### src/rtl/pipe_float32_to_fixed_point_pkg.sv
// Shared float32 field layout, class encoding and the sideband that rides
// alongside the magnitude through the float-to-fixed pipeline.
package float_fixed_pkg;

    localparam int          F32_BIAS        = 127;
    localparam logic [7:0]  F32_EXP_SPECIAL = 8'hFF;
    localparam int          F32_MANT_W      = 24;

    typedef struct packed {
        logic        sign;
        logic [7:0]  exp;
        logic [22:0] frac;
    } float32_t;

    typedef enum logic [1:0] {
        CLS_ZERO,
        CLS_NORM,
        CLS_INF,
        CLS_NAN
    } cls_t;

    // big: value is at least 2^WOI, so no shift can bring it into range
    typedef struct packed {
        logic valid;
        logic sign;
        cls_t cls;
        logic big;
    } side_t;

endpackage

### src/rtl/pipe_float32_to_fixed_point_if.sv
// Streaming bus of the float32 to fixed-point converter: float in, fixed out.
interface pipe_float32_to_fixed_point_if #(
    parameter int WOI = 8,
    parameter int WOF = 8
);
    localparam int W = WOI + WOF;

    logic         in_valid;
    logic [31:0]  in;
    logic         out_valid;
    logic [W-1:0] out;
    logic         ovf;

    modport master (output in_valid, in, input out_valid, out, ovf);
    modport slave  (input in_valid, in, output out_valid, out, ovf);
endinterface

### src/rtl/pipe_float32_to_fixed_point_rshift_stage.sv
// One barrel-shifter stage: conditionally right-shifts the magnitude by
// 2^SHIFT_BIT and registers data, shift amount and sideband together.
module pipe_rshift_stage #(
    parameter int DW        = 16,
    parameter int AW        = 5,
    parameter int SW        = 5,
    parameter int SHIFT_BIT = 0
) (
    input  logic          clk,
    input  logic          rst,
    input  logic [DW-1:0] data_in,
    input  logic [AW-1:0] amt_in,
    input  logic [SW-1:0] side_in,
    output logic [DW-1:0] data_out,
    output logic [AW-1:0] amt_out,
    output logic [SW-1:0] side_out
);
    localparam int DIST = 1 << SHIFT_BIT;

    always_ff @(posedge clk or posedge rst) begin
        if (rst) begin
            data_out <= '0;
            amt_out  <= '0;
            side_out <= '0;
        end else begin
            data_out <= amt_in[SHIFT_BIT] ? (data_in >> DIST) : data_in;
            amt_out  <= amt_in;
            side_out <= side_in;
        end
    end
endmodule

### src/rtl/pipe_float32_to_fixed_point.sv
// Pipelined float32 -> signed fixed-point (WOI.WOF) converter, latency SB+2.
// Define FLOAT2FIX_ROUND_EN for round-half-away-from-zero instead of truncation.
module pipe_float32_to_fixed_point #(
    parameter int WOI = 8,
    parameter int WOF = 8
) (
    input  logic clk,
    input  logic rst,
    pipe_float32_to_fixed_point_if.slave bus
);
    import float_fixed_pkg::*;

    localparam int W  = WOI + WOF;
    localparam int SB = $clog2(W + 1);
`ifdef FLOAT2FIX_ROUND_EN
    localparam int GB = 1;
`else
    localparam int GB = 0;
`endif
    localparam int MW = W + GB;
    localparam int SW = $bits(side_t);
    localparam logic signed [9:0] D_BASE = 10'(WOI - 1 + F32_BIAS);
    localparam logic signed [9:0] MW_S   = 10'(MW);
    localparam logic [W-1:0] MAX_POS = {1'b0, {(W-1){1'b1}}};
    localparam logic [W-1:0] MIN_NEG = {1'b1, {(W-1){1'b0}}};

    // ---------------- stage 0: unpack / classify ----------------
    float32_t              f;
    logic [F32_MANT_W-1:0] mant;
    logic [MW-1:0]         mag_aligned;
    logic signed [9:0]     d;
    side_t                 side_next;
    logic [MW-1:0]         mag_next;
    logic [SB-1:0]         amt_next;

    assign f    = bus.in;
    assign mant = {1'b1, f.frac};
    // top MW bits of the mantissa, MSB at weight 2^(WOI-1)
    assign mag_aligned = MW'({mant, {MW{1'b0}}} >> F32_MANT_W);
    assign d = D_BASE - $signed({2'b00, f.exp});

    always_comb begin
        side_next       = '0;
        side_next.valid = bus.in_valid;
        side_next.sign  = f.sign;
        mag_next        = '0;
        amt_next        = '0;
        if (f.exp == 8'h00) begin
            side_next.cls = CLS_ZERO;
        end else if (f.exp == F32_EXP_SPECIAL) begin
            side_next.cls = (f.frac == '0) ? CLS_INF : CLS_NAN;
        end else begin
            side_next.cls = CLS_NORM;
            side_next.big = (d < 0);
            // shifts of MW or more leave nothing, so zero the magnitude outright
            if (d < MW_S)
                mag_next = mag_aligned;
            if (d > 0 && d < MW_S)
                amt_next = d[SB-1:0];
        end
    end

    side_t         side0_reg;
    logic [MW-1:0] mag0_reg;
    logic [SB-1:0] amt0_reg;

    always_ff @(posedge clk or posedge rst) begin
        if (rst) begin
            side0_reg <= '0;
            mag0_reg  <= '0;
            amt0_reg  <= '0;
        end else begin
            side0_reg <= side_next;
            mag0_reg  <= mag_next;
            amt0_reg  <= amt_next;
        end
    end

    // ---------------- stages 1..SB: log shifter ----------------
    side_t         side_pipe [0:SB];
    logic [MW-1:0] mag_pipe  [0:SB];
    logic [SB-1:0] amt_pipe  [0:SB];

    assign side_pipe[0] = side0_reg;
    assign mag_pipe[0]  = mag0_reg;
    assign amt_pipe[0]  = amt0_reg;

    for (genvar gi = 0; gi < SB; gi++) begin : g_shift
        pipe_rshift_stage #(
            .DW        (MW),
            .AW        (SB),
            .SW        (SW),
            .SHIFT_BIT (gi)
        ) u_stage (
            .clk      (clk),
            .rst      (rst),
            .data_in  (mag_pipe[gi]),
            .amt_in   (amt_pipe[gi]),
            .side_in  (side_pipe[gi]),
            .data_out (mag_pipe[gi+1]),
            .amt_out  (amt_pipe[gi+1]),
            .side_out (side_pipe[gi+1])
        );
    end

    // ---------------- final stage: round / sign / saturate ----------------
    side_t         side_f;
    logic [MW-1:0] mag_f;
    logic [SB-1:0] amt_unused;
    logic          guard;
    logic [W:0]    sum;
    logic          is_min;
    logic          sat;
    logic [W-1:0]  out_next;
    logic          ovf_next;

    assign side_f     = side_pipe[SB];
    assign mag_f      = mag_pipe[SB];
    assign amt_unused = amt_pipe[SB];
`ifdef FLOAT2FIX_ROUND_EN
    assign guard = mag_f[0];
`else
    assign guard = 1'b0;
`endif
    assign sum = {1'b0, mag_f[MW-1 -: W]} + (W+1)'(guard);
    // -2^(WOI-1) is the one magnitude with bit W-1 set that still fits
    assign is_min = side_f.sign && (sum == {1'b0, MIN_NEG});
    assign sat    = side_f.big || ((sum[W] || sum[W-1]) && !is_min);

    always_comb begin
        out_next = '0;
        ovf_next = 1'b0;
        case (side_f.cls)
            CLS_NAN: begin
                ovf_next = 1'b1;
            end
            CLS_INF: begin
                out_next = side_f.sign ? MIN_NEG : MAX_POS;
                ovf_next = 1'b1;
            end
            CLS_NORM: begin
                if (sat) begin
                    out_next = side_f.sign ? MIN_NEG : MAX_POS;
                    ovf_next = 1'b1;
                end else begin
                    out_next = side_f.sign ? (-sum[W-1:0]) : sum[W-1:0];
                end
            end
            default: begin
                out_next = '0;
            end
        endcase
    end

    logic [W-1:0] out_reg;
    logic         ovf_reg;
    logic         out_valid_reg;

    always_ff @(posedge clk or posedge rst) begin
        if (rst) begin
            out_reg       <= '0;
            ovf_reg       <= 1'b0;
            out_valid_reg <= 1'b0;
        end else begin
            out_reg       <= out_next;
            ovf_reg       <= ovf_next;
            out_valid_reg <= side_f.valid;
        end
    end

    assign bus.out       = out_reg;
    assign bus.ovf       = ovf_reg;
    assign bus.out_valid = out_valid_reg;
endmodule

### src/flat_wrapper.sv
// flat-port wrapper written by rule: the top's interface ports become plain ports
module pipe_float32_to_fixed_point_flat import float_fixed_pkg::*;
#(
    parameter int WOI = 8,
    parameter int WOF = 8
)
  (clk, rst, bus_in_valid, bus_in, bus_out_valid, bus_out, bus_ovf);
  pipe_float32_to_fixed_point_if #(.WOI(WOI), .WOF(WOF)) bus_i ();
  input  logic clk;
  input  logic rst;
  input wire logic [$bits(bus_i.in_valid)-1:0] bus_in_valid;
  input wire logic [$bits(bus_i.in)-1:0] bus_in;
  output wire logic [$bits(bus_i.out_valid)-1:0] bus_out_valid;
  output wire logic [$bits(bus_i.out)-1:0] bus_out;
  output wire logic [$bits(bus_i.ovf)-1:0] bus_ovf;
  assign bus_i.in_valid = bus_in_valid;
  assign bus_i.in = bus_in;
  assign bus_out_valid = bus_i.out_valid;
  assign bus_out = bus_i.out;
  assign bus_ovf = bus_i.ovf;
  pipe_float32_to_fixed_point #(.WOI(WOI), .WOF(WOF)) u_core (.clk(clk), .rst(rst), .bus(bus_i));
endmodule
### config.mk
export PLATFORM = sky130hd
export DESIGN_NAME = pipe_float32_to_fixed_point_flat
export DESIGN_NICKNAME = d
export VERILOG_FILES = /design/src/rtl/pipe_float32_to_fixed_point_pkg.sv /design/src/rtl/pipe_float32_to_fixed_point_if.sv /design/src/rtl/pipe_float32_to_fixed_point_rshift_stage.sv /design/src/rtl/pipe_float32_to_fixed_point.sv /design/src/flat_wrapper.sv
export SDC_FILE = /design/constraint.sdc
export NUM_CORES = 1
export LEC_CHECK = 0
export BUFFER_PORTS_ARGS = -buffer_cell sky130_fd_sc_hd__buf_4
export CAP_MARGIN = 20
export CORE_ASPECT_RATIO = 1.5
export CORE_MARGIN = 8
export CORE_UTILIZATION = 43
export CTS_CLUSTER_DIAMETER = 80
export CTS_CLUSTER_SIZE = 8
export DETAILED_ROUTE_END_ITERATION = 10
export PLACE_DENSITY = 0.67
export SKIP_CTS_REPAIR_TIMING = 1
export SYNTH_ARGS = -nofsm -noshare
export SYNTH_HDL_FRONTEND = slang
export SYNTH_HIERARCHICAL = 1
export SYNTH_SLANG_ARGS = --single-unit
export TNS_END_PERCENT = 1
### constraint.sdc
create_clock -name clk -period 4.1 [get_ports clk]
set_input_delay 0.82 -clock clk [delete_from_list [all_inputs] [get_ports clk]]
set_output_delay 0.82 -clock clk [all_outputs]
set_load 0.005 [all_outputs]
==> results of run 1 <==
critical path: stages (launching register included):
cell                      delay (ps)
sky130_fd_sc_hd__dfrtp_1         780
sky130_fd_sc_hd__or4bb_1         510
sky130_fd_sc_hd__nor4_4          310
sky130_fd_sc_hd__nor2_2          120
sky130_fd_sc_hd__nor2_1          770
sky130_fd_sc_hd__a21oi_1         140
stage by stage:
stage	util (%)	hold WS, ps	cell area (um2)	worst slack, ps	total power, W
3_3_place_gp	47.42	331.7	6635	1421	0.002204
5_1_grt	51.44	353.6	7197	1119	0.003809
3_5_place_dp	47.42	334.7	6635	1326	0.002221
6_report	51.44	344.7	7197	1300	0.003642
4_1_cts	51.44	347.0	7197	1310	0.003689
2_1_floorplan	-	331.2	6168	1755	0.002084
how the worst max path moves through the flow:
stage | end | slack, ps | cells after the start
finish | u_core/bus.out[14] | 1300 | 5
global route | u_core/bus.out[8] | 1120 | 5
floorplan | u_core/mag0_reg[10] | 1750 | 7
detailed placement | u_core/bus.out[14] | 1330 | 5
CTS | u_core/bus.out[14] | 1310 | 5
global placement | u_core/bus.out[14] | 1420 | 5
per-layer routing:
layer / up-vias / track usage, %
met1: 1610 / 8.333
met2: 91 / 22.33
met3: 17 / 3.786
met4: 0 / 5.532
li1: 1530 / -
met5: - / 0
final cells by class:
type / count / area [um2]
well taps: 192 / 240.2
fillers: 1186 / 6795
inverters: 16 / 60.06
repair buffers: 53 / 397.9
multi-input cells: 230 / 1958
flip-flops and latches: 159 / 3979
clock inverters: 9 / 83.83
clock buffers: 23 / 478.0
report_power, final:
group	switching [W]	internal (W)
combinational	0.000173	0.000219
sequential	0.0000763	0.00172
clock	0.000574	0.000883
==> impl.org, run 1 <==
** CTS
- Clock transition time at the flip-flop clock pins of the worst setup and hold paths :: 60 ps
- CTS placed an instance of sky130_fd_sc_hd__clkbuf_16 at the clock tree root.
- Clock sink count :: 159
- The clock passes through at most 2 buffers.
- At the later pin of the worst-skew pair, clock insertion delay measures 410 ps.
- # H-tree levels :: 4
- TritonCTS built the clock tree.
- The number of clock buffers added by TritonCTS is 17.

** Global route
- In the global route stage, overall resource usage came out at 10.86%.
- Maximum number of pins on one net before global-route repair :: 45
- Residual overflow from global routing :: 0
- The first global-routing pass estimated ~16 mm of wire.
- The number of global-route vias before repair was 3,624.
- The number of antenna violations at the first check in global routing is 0.

** Detailed routing
- The detail route stage leaves a number of antenna-violating nets equal to 0.
- Max Used Layer :: met4
- Met1 wire length :: 2.966 mm
- Summed over all layers, the routed wires come to around 9.2 mm.
- Post-route DRC violation count :: 0
- In the final routed layout, each cell accounts on average for 13.52 um.
- The detailed router placed 3,248 vias in this run.
- Wire length on met2 :: 5.616 mm
- Met3 wire length :: 433 um
- The first detailed-routing pass ran for 4 iterations.
- Drt first-iter violations :: 74
- Routed vias/inst :: approximately 4.8

** STA
- Portion of the clock cycle consumed by the worst path in the final layout :: 68.29%
- Max-slew violation count :: 0
- Slew at the pin closest to its max-slew limit :: 973.7 ps
- In the final timing run, aggregate negative setup slack is 0 ps.
- Count of endpoints failing hold in the final timing report :: 0
- Setup repair after global routing left no endpoint under its margin.
- Peak Freq :: 0.3572 GHz
- Period minus WS final :: 2800 ps
- Count of endpoints failing setup in the final report :: 0
- For the final database, setup skew stands at 7.934 ps.
- Relative slew margins :: 34.84%

** Critical path
- The worst setup path is of the reg2reg kind.
- Measured in cells, the most critical reg-to-reg path has a length of 5.
- Startpoint type of the worst setup path :: flip-flop
- The worst register-to-register path ends at u_core/bus.out[14].
- Startpoint of the most critical setup path :: u_core/g_shift[4].u_stage/side_out[3]
- Critical Path AT :: between 3000 and 4000 ps
- Data required time of the worst path :: 4340 ps
- The worst setup path is captured at a flip-flop.
- The startpoint identified for the worst register-to-register timing path is u_core/g_shift[4].u_stage/side_out[3].
- Of all nets on the critical path, the largest fanout is 23.
- The worst register-to-register path has a setup slack of 1300 ps.

** Min path
- The startpoint identified for the worst hold timing path is u_core/g_shift[1].u_stage/amt_out[3].
- Worst hold stages :: 0
- Min-Delay Endpoint :: u_core/g_shift[2].u_stage/amt_out[3]
- Type of the most critical hold path :: reg2reg

** Placed design
- Weighted congestion reported at the end of routability-driven placement :: between 0.9 and 1
- The number of placed instances, taps included, is 650.
- In this run the tool buffered the top-level ports with 52 buffer cells.
- Post-DP HPWL :: 6.982 mm

** Cells and area
- Ratio of cells with drive above 1 in the final layout :: 36.73%
- Synth-to-layout area growth :: 16.67%
- Leaving out fill and tap cells, the most frequent cell in the layout is sky130_fd_sc_hd__dfrtp_1.
- In the final design database the tool counted 521 nets.
- Ranked by flip-flop count, first place goes to u_core/g_shift.u_stage/data_out.
- Final standard cell count with taps included and fillers excluded :: 682
- The repair_antennas step left the layout with diodes totalling 0.
- Top Registers :: u_core/g_shift.u_stage/data_out (80), u_core/g_shift.u_stage/side_out (25)
- The register with the most flip-flops in the layout has 80 of them.
- Commonest cells after routing, fill and taps aside :: sky130_fd_sc_hd__dfrtp_1 (159), sky130_fd_sc_hd__buf_4 (53), sky130_fd_sc_hd__mux2_2 (25), sky130_fd_sc_hd__mux2_4 (25), sky130_fd_sc_hd__and2b_2 (21)

** Yosys
- Synthesis produced a netlist whose cell count is around 420.
- For this run, the number of Yosys warnings is 6.
- Synth Cell Area :: 6168 um2
- Synth Area per Inst :: 14.65 um2
- The number of nets handed over by synthesis was 465.

** Power
- Dividing total power by cell area gives a power density of 506.0 nW/um2.
- IR analysis of the VDD net gives a maximum drop of around 0.27 mV.
- Leakage :: 3.406 nW

** Die
- The floorplan step set the die width to about 110 um.
- Total number of placement rows :: 53
- Chip Height :: 162.7 um
- Once the floorplan was initialized, standard cells occupied 44.08% of the core.
- The region available for standard cell placement spans 13,990 um2.
- In this run the count of I/O pins placed on the die edge is 53.
- The die covers 18,510 um2.

** Run status
- Run status :: finished, final reports clean

** Run
- Across the run, the number of max-cap violations was 0.
No activity file was read; power rests on OpenSTA's default activity.
==> run 2: changes to the inputs <==
- PLACE_DENSITY: 0.67 -> 0.7
- clock period: 4.1 -> 2.5 ns (I/O delays scaled with it)
==> run 2 against run 1 <==
Largest cell class unchanged. Sequential power increased by 64%. Wire length increased by 0.34%. Critical endpoint unchanged. Global-route usage increased by 0.15 points. Highest routed layer unchanged. Count of clock-buffer cells in the layout unchanged. Critical path type unchanged. Power increased by 65%. Clock skew increased by 2.0 ps. First-iteration DRC count decreased by 22%.
==> impl.org, run 2 (synthesis gave the netlist of run 1 again) <==
** Global route
- The number of global-route vias before repair is 3,631 (was 3,624).
- Maximum number of pins on one net before global-route repair :: 27 (was 45)
- The overall fraction of global-route tracks in use came to 11.01% (was 10.86%).
- The wire length of the first global-routing pass was 16.17 mm (was 15.73 mm).
- Residual overflow from global routing :: 0 (unchanged)
- The number of antenna violations at the first check in global routing is 0 (unchanged).

** Placed design
- The pre-CTS setup slack was 295.7 ps (was 1326 ps).
- The detailed-placement wirelength estimate came to 7.118 mm (was 6.982 mm).
- The quantity of I/O buffers inserted on ports came to 52 (unchanged).
- The instance count after placement with tap cells included was 653 (was 650).
- The weighted congestion reported at the end of routability-driven placement is 0.8174 (was 0.9381).

** Cells and area
- # fillers :: 1,164 (was 1,186)
- # diodes :: 0 (unchanged)
- Synth-to-layout area growth :: 17.20% (was 16.67%)
- The number of flip-flops in the largest register was 80 (unchanged).
- Commonest cells after routing, fill and taps aside :: sky130_fd_sc_hd__dfrtp_1 (159), sky130_fd_sc_hd__buf_4 (56), sky130_fd_sc_hd__mux2_2 (25), sky130_fd_sc_hd__mux2_4 (25), sky130_fd_sc_hd__and2b_2 (21) (was sky130_fd_sc_hd__dfrtp_1 (159), sky130_fd_sc_hd__buf_4 (53), sky130_fd_sc_hd__mux2_2 (25), sky130_fd_sc_hd__mux2_4 (25), sky130_fd_sc_hd__and2b_2 (21))
- The final standard cell count with taps included and fillers excluded was 685 (was 682).
- Ratio of cells with drive above 1 in the final layout :: 37.12% (was 36.73%)
- Biggest register :: u_core/g_shift.u_stage/data_out (unchanged)
- Final core utilization :: 51.67% (was 51.44%)
- Top Registers :: u_core/g_shift.u_stage/data_out (80), u_core/g_shift.u_stage/side_out (25) (unchanged)
- Number of nets at the end of the flow :: 524 (was 521)
- Leading cell type in the layout, fill and taps excluded :: sky130_fd_sc_hd__dfrtp_1 (unchanged)

** Detailed routing
- Routed wire per std cell :: 13.51 um (was 13.52 um)
- Post-route DRC violation count :: 0 (unchanged)
- The number of routed nets with antenna violations came to 0 (unchanged).
- Count of TritonRoute iterations in the first routing pass :: 6 (was 4)
- The number of vias per cell after detailed routing was 4.768 (was 4.762).
- The total wire length was 9.251 mm (was 9.220 mm).
- Drt first-iter violations :: 58 (was 74)
- The total number of vias was 3,266 (was 3,248).

** Critical path
- The end of the worst register-to-register path is u_core/bus.out[14] (unchanged).
- Startpoint of the most critical setup path :: u_core/g_shift[4].u_stage/data_out[0] (was u_core/g_shift[4].u_stage/side_out[3])
- Critical Path AT :: 2560 ps (was 3040 ps)
- The sort of element at the start of the critical path is a flip-flop (unchanged).
- The register-to-register setup slack is 270 ps (was 1300 ps).
- Critical path class :: reg2reg (unchanged)
- Worst-path fanout max :: 12 (was 23)
- Data required time of the worst path :: 2820 ps (was 4340 ps)
- Slowest stage cell on the critical path :: sky130_fd_sc_hd__or4bb_1 (was sky130_fd_sc_hd__dfrtp_1)
- The timing endpoint of the critical path is u_core/bus.out[14] (unchanged).
- R2R Path Start :: u_core/g_shift[4].u_stage/data_out[0] (was u_core/g_shift[4].u_stage/side_out[3])
- R2r worst-path depth :: 7 (was 5)
- Cell-by-cell trace of the critical path: inv_1 -> ha_1 -> or4bb_1 -> nor4_4 -> nor2_2 -> a21o_1 -> a21oi_1 (was or4bb_1 -> nor4_4 -> nor2_2 -> nor2_1 -> a21oi_1).
- The endpoint class of the critical path was a flip-flop (unchanged).
- Slowest Stage Delay on Critical Path :: 530 ps (was 780 ps)

** Power
- Total Power :: 0.005995 W (was 0.003642 W)
- Power per cell area :: 829.2 nW/um2 (was 506.0 nW/um2)
- IR Drop Worst-Case VDD :: 0.4107 mV (was 0.2670 mV)
- The static leakage was 3.412 nW (was 3.406 nW).

** CTS
- Clock transition time at the flip-flop clock pins of the worst setup and hold paths :: 60 ps (about the same)
- The deepest level of the CTS H-tree is 4 (unchanged).
- Clock latency reported for the late side of the worst-skew pair :: 410 ps (about the same)
- Maximum number of buffers from clock root to sink :: 2 (unchanged)
- Clock sink count :: 159 (unchanged)
- The TritonCTS buffer count came to 17 (unchanged).
- CTS tree :: built (unchanged)
- The buffer type at the clock tree root is sky130_fd_sc_hd__clkbuf_16 (unchanged).

** STA
- The post-layout worst setup margin was 267.5 ps (was 1300 ps).
- The hold violation count in the final report was 0 (unchanged).
- Unrepaired setup endpoints after global routing: false (unchanged).
- Count of endpoints failing setup in the final report :: 0 (unchanged)
- Period minus WS final :: 2233 ps (was 2800 ps)
- Portion of the clock cycle consumed by the worst path in the final layout :: 89.30% (was 68.29%)
- Max-slew violation count :: 0 (unchanged)
- The final setup skew came to 9.906 ps (was 7.934 ps).
- The aggregate negative setup slack was 0 ps (unchanged).
- Peak Freq :: 0.4479 GHz (was 0.3572 GHz)
- The worst slew margin relative to its limit came to 42.44% (was 34.84%).
- The measured slew at the worst slew-check pin is 862.4 ps (was 973.7 ps).

** Run status
- Run status :: finished, final reports clean (unchanged)

** Die
- The I/O pin total was 53 (unchanged).
- Total die area :: 18,510 um2 (unchanged)
- Chip Height :: 162.7 um (unchanged)
- The x dimension of the die was 113.8 um (unchanged).
- The total core area came to 13,990 um2 (unchanged).
- The initial core utilization was 44.08% (unchanged).
- The total number of placement rows is 53 (unchanged).

** Run
- Max-capacitance violation count :: 0 (unchanged)

** Min path
- Type of the most critical hold path :: in2async (was reg2reg)
-- run 2: cell types whose count changed in the layout (fill, tap and decap cells not counted) --
cell / before / now
sky130_fd_sc_hd__clkinv_4: 2 / 1
sky130_fd_sc_hd__clkinv_2: 4 / 3
sky130_fd_sc_hd__inv_2: 1 / 0
sky130_fd_sc_hd__clkbuf_8: 3 / 4
sky130_fd_sc_hd__inv_6: 1 / 0
sky130_fd_sc_hd__clkbuf_1: 3 / 2
sky130_fd_sc_hd__clkinvlp_4: 1 / 4
sky130_fd_sc_hd__buf_4: 53 / 56
sky130_fd_sc_hd__clkinv_1: 0 / 1
-- run 2: power by group --
group	internal (W)	leakage [nW]	total, W	switching, W
sequential	0.00282	1.99	0.00294	0.000123
combinational	0.000363	1.15	0.000647	0.000284
clock	0.00147	0.271	0.00241	0.000938
-- run 2: per-stage QoR --
step                hold WS, ps  cell area [um2]
global route              172.7             7229
detailed placement        334.7             6658
floorplan                 331.2             6168
CTS                       154.1             7229
global placement          331.3             6658
finish                    146.9             7229
-- run 2: routing by layer --
layer  vias to the layer above  share of wire [%]  global-route usage (%)
met1                      1631                 33                   9.140
li1                       1538                  -                       -
met3                        16                4.1                   3.452
met2                        81                 60                   22.08
met5                         -                  0                       0
met4                         0                2.1                   5.714
-- run 2: worst max-delay path, delay by kind of cell, from the launching register on --
| family | cells | cell delay, ps |
|---|---|---|
| AND/OR/NAND/NOR | 3 | 950 |
| AO/OA/AOI/OAI | 2 | 570 |
| flip-flops | 1 | 400 |
| buffers and inverters | 1 | 70 |
| adder cells (fa/ha/maj) | 1 | 170 |
-- run 2: how the worst min path moves through the flow --
stage,from,end,slack (ps),cells past startpoint
global placement,u_core/g_shift[3].u_stage/side_out[4],u_core/g_shift[4].u_stage/side_out[4],330,0
global route,bus_in_valid,u_core/side0_reg[4],170,1
finish,rst,u_core/bus.out_valid,150,2
detailed placement,u_core/amt0_reg[2],u_core/g_shift[0].u_stage/amt_out[2],330,0
floorplan,u_core/g_shift[4].u_stage/side_out[4],u_core/bus.out_valid,330,0
CTS,rst,u_core/bus.out_valid,150,2
-- run 2: cell type report --
type	count	area (um2)	area share [%]
Sequential cell	159	3979	55.04
Multi-Input combinational cell	230	1958	27.09
Clock buffer	23	488.0	6.750
Timing Repair Buffer	56	420.4	5.815
Tap cell	192	240.2	3.323
Clock inverter	9	83.83	1.160
Inverter	16	60.06	0.8307
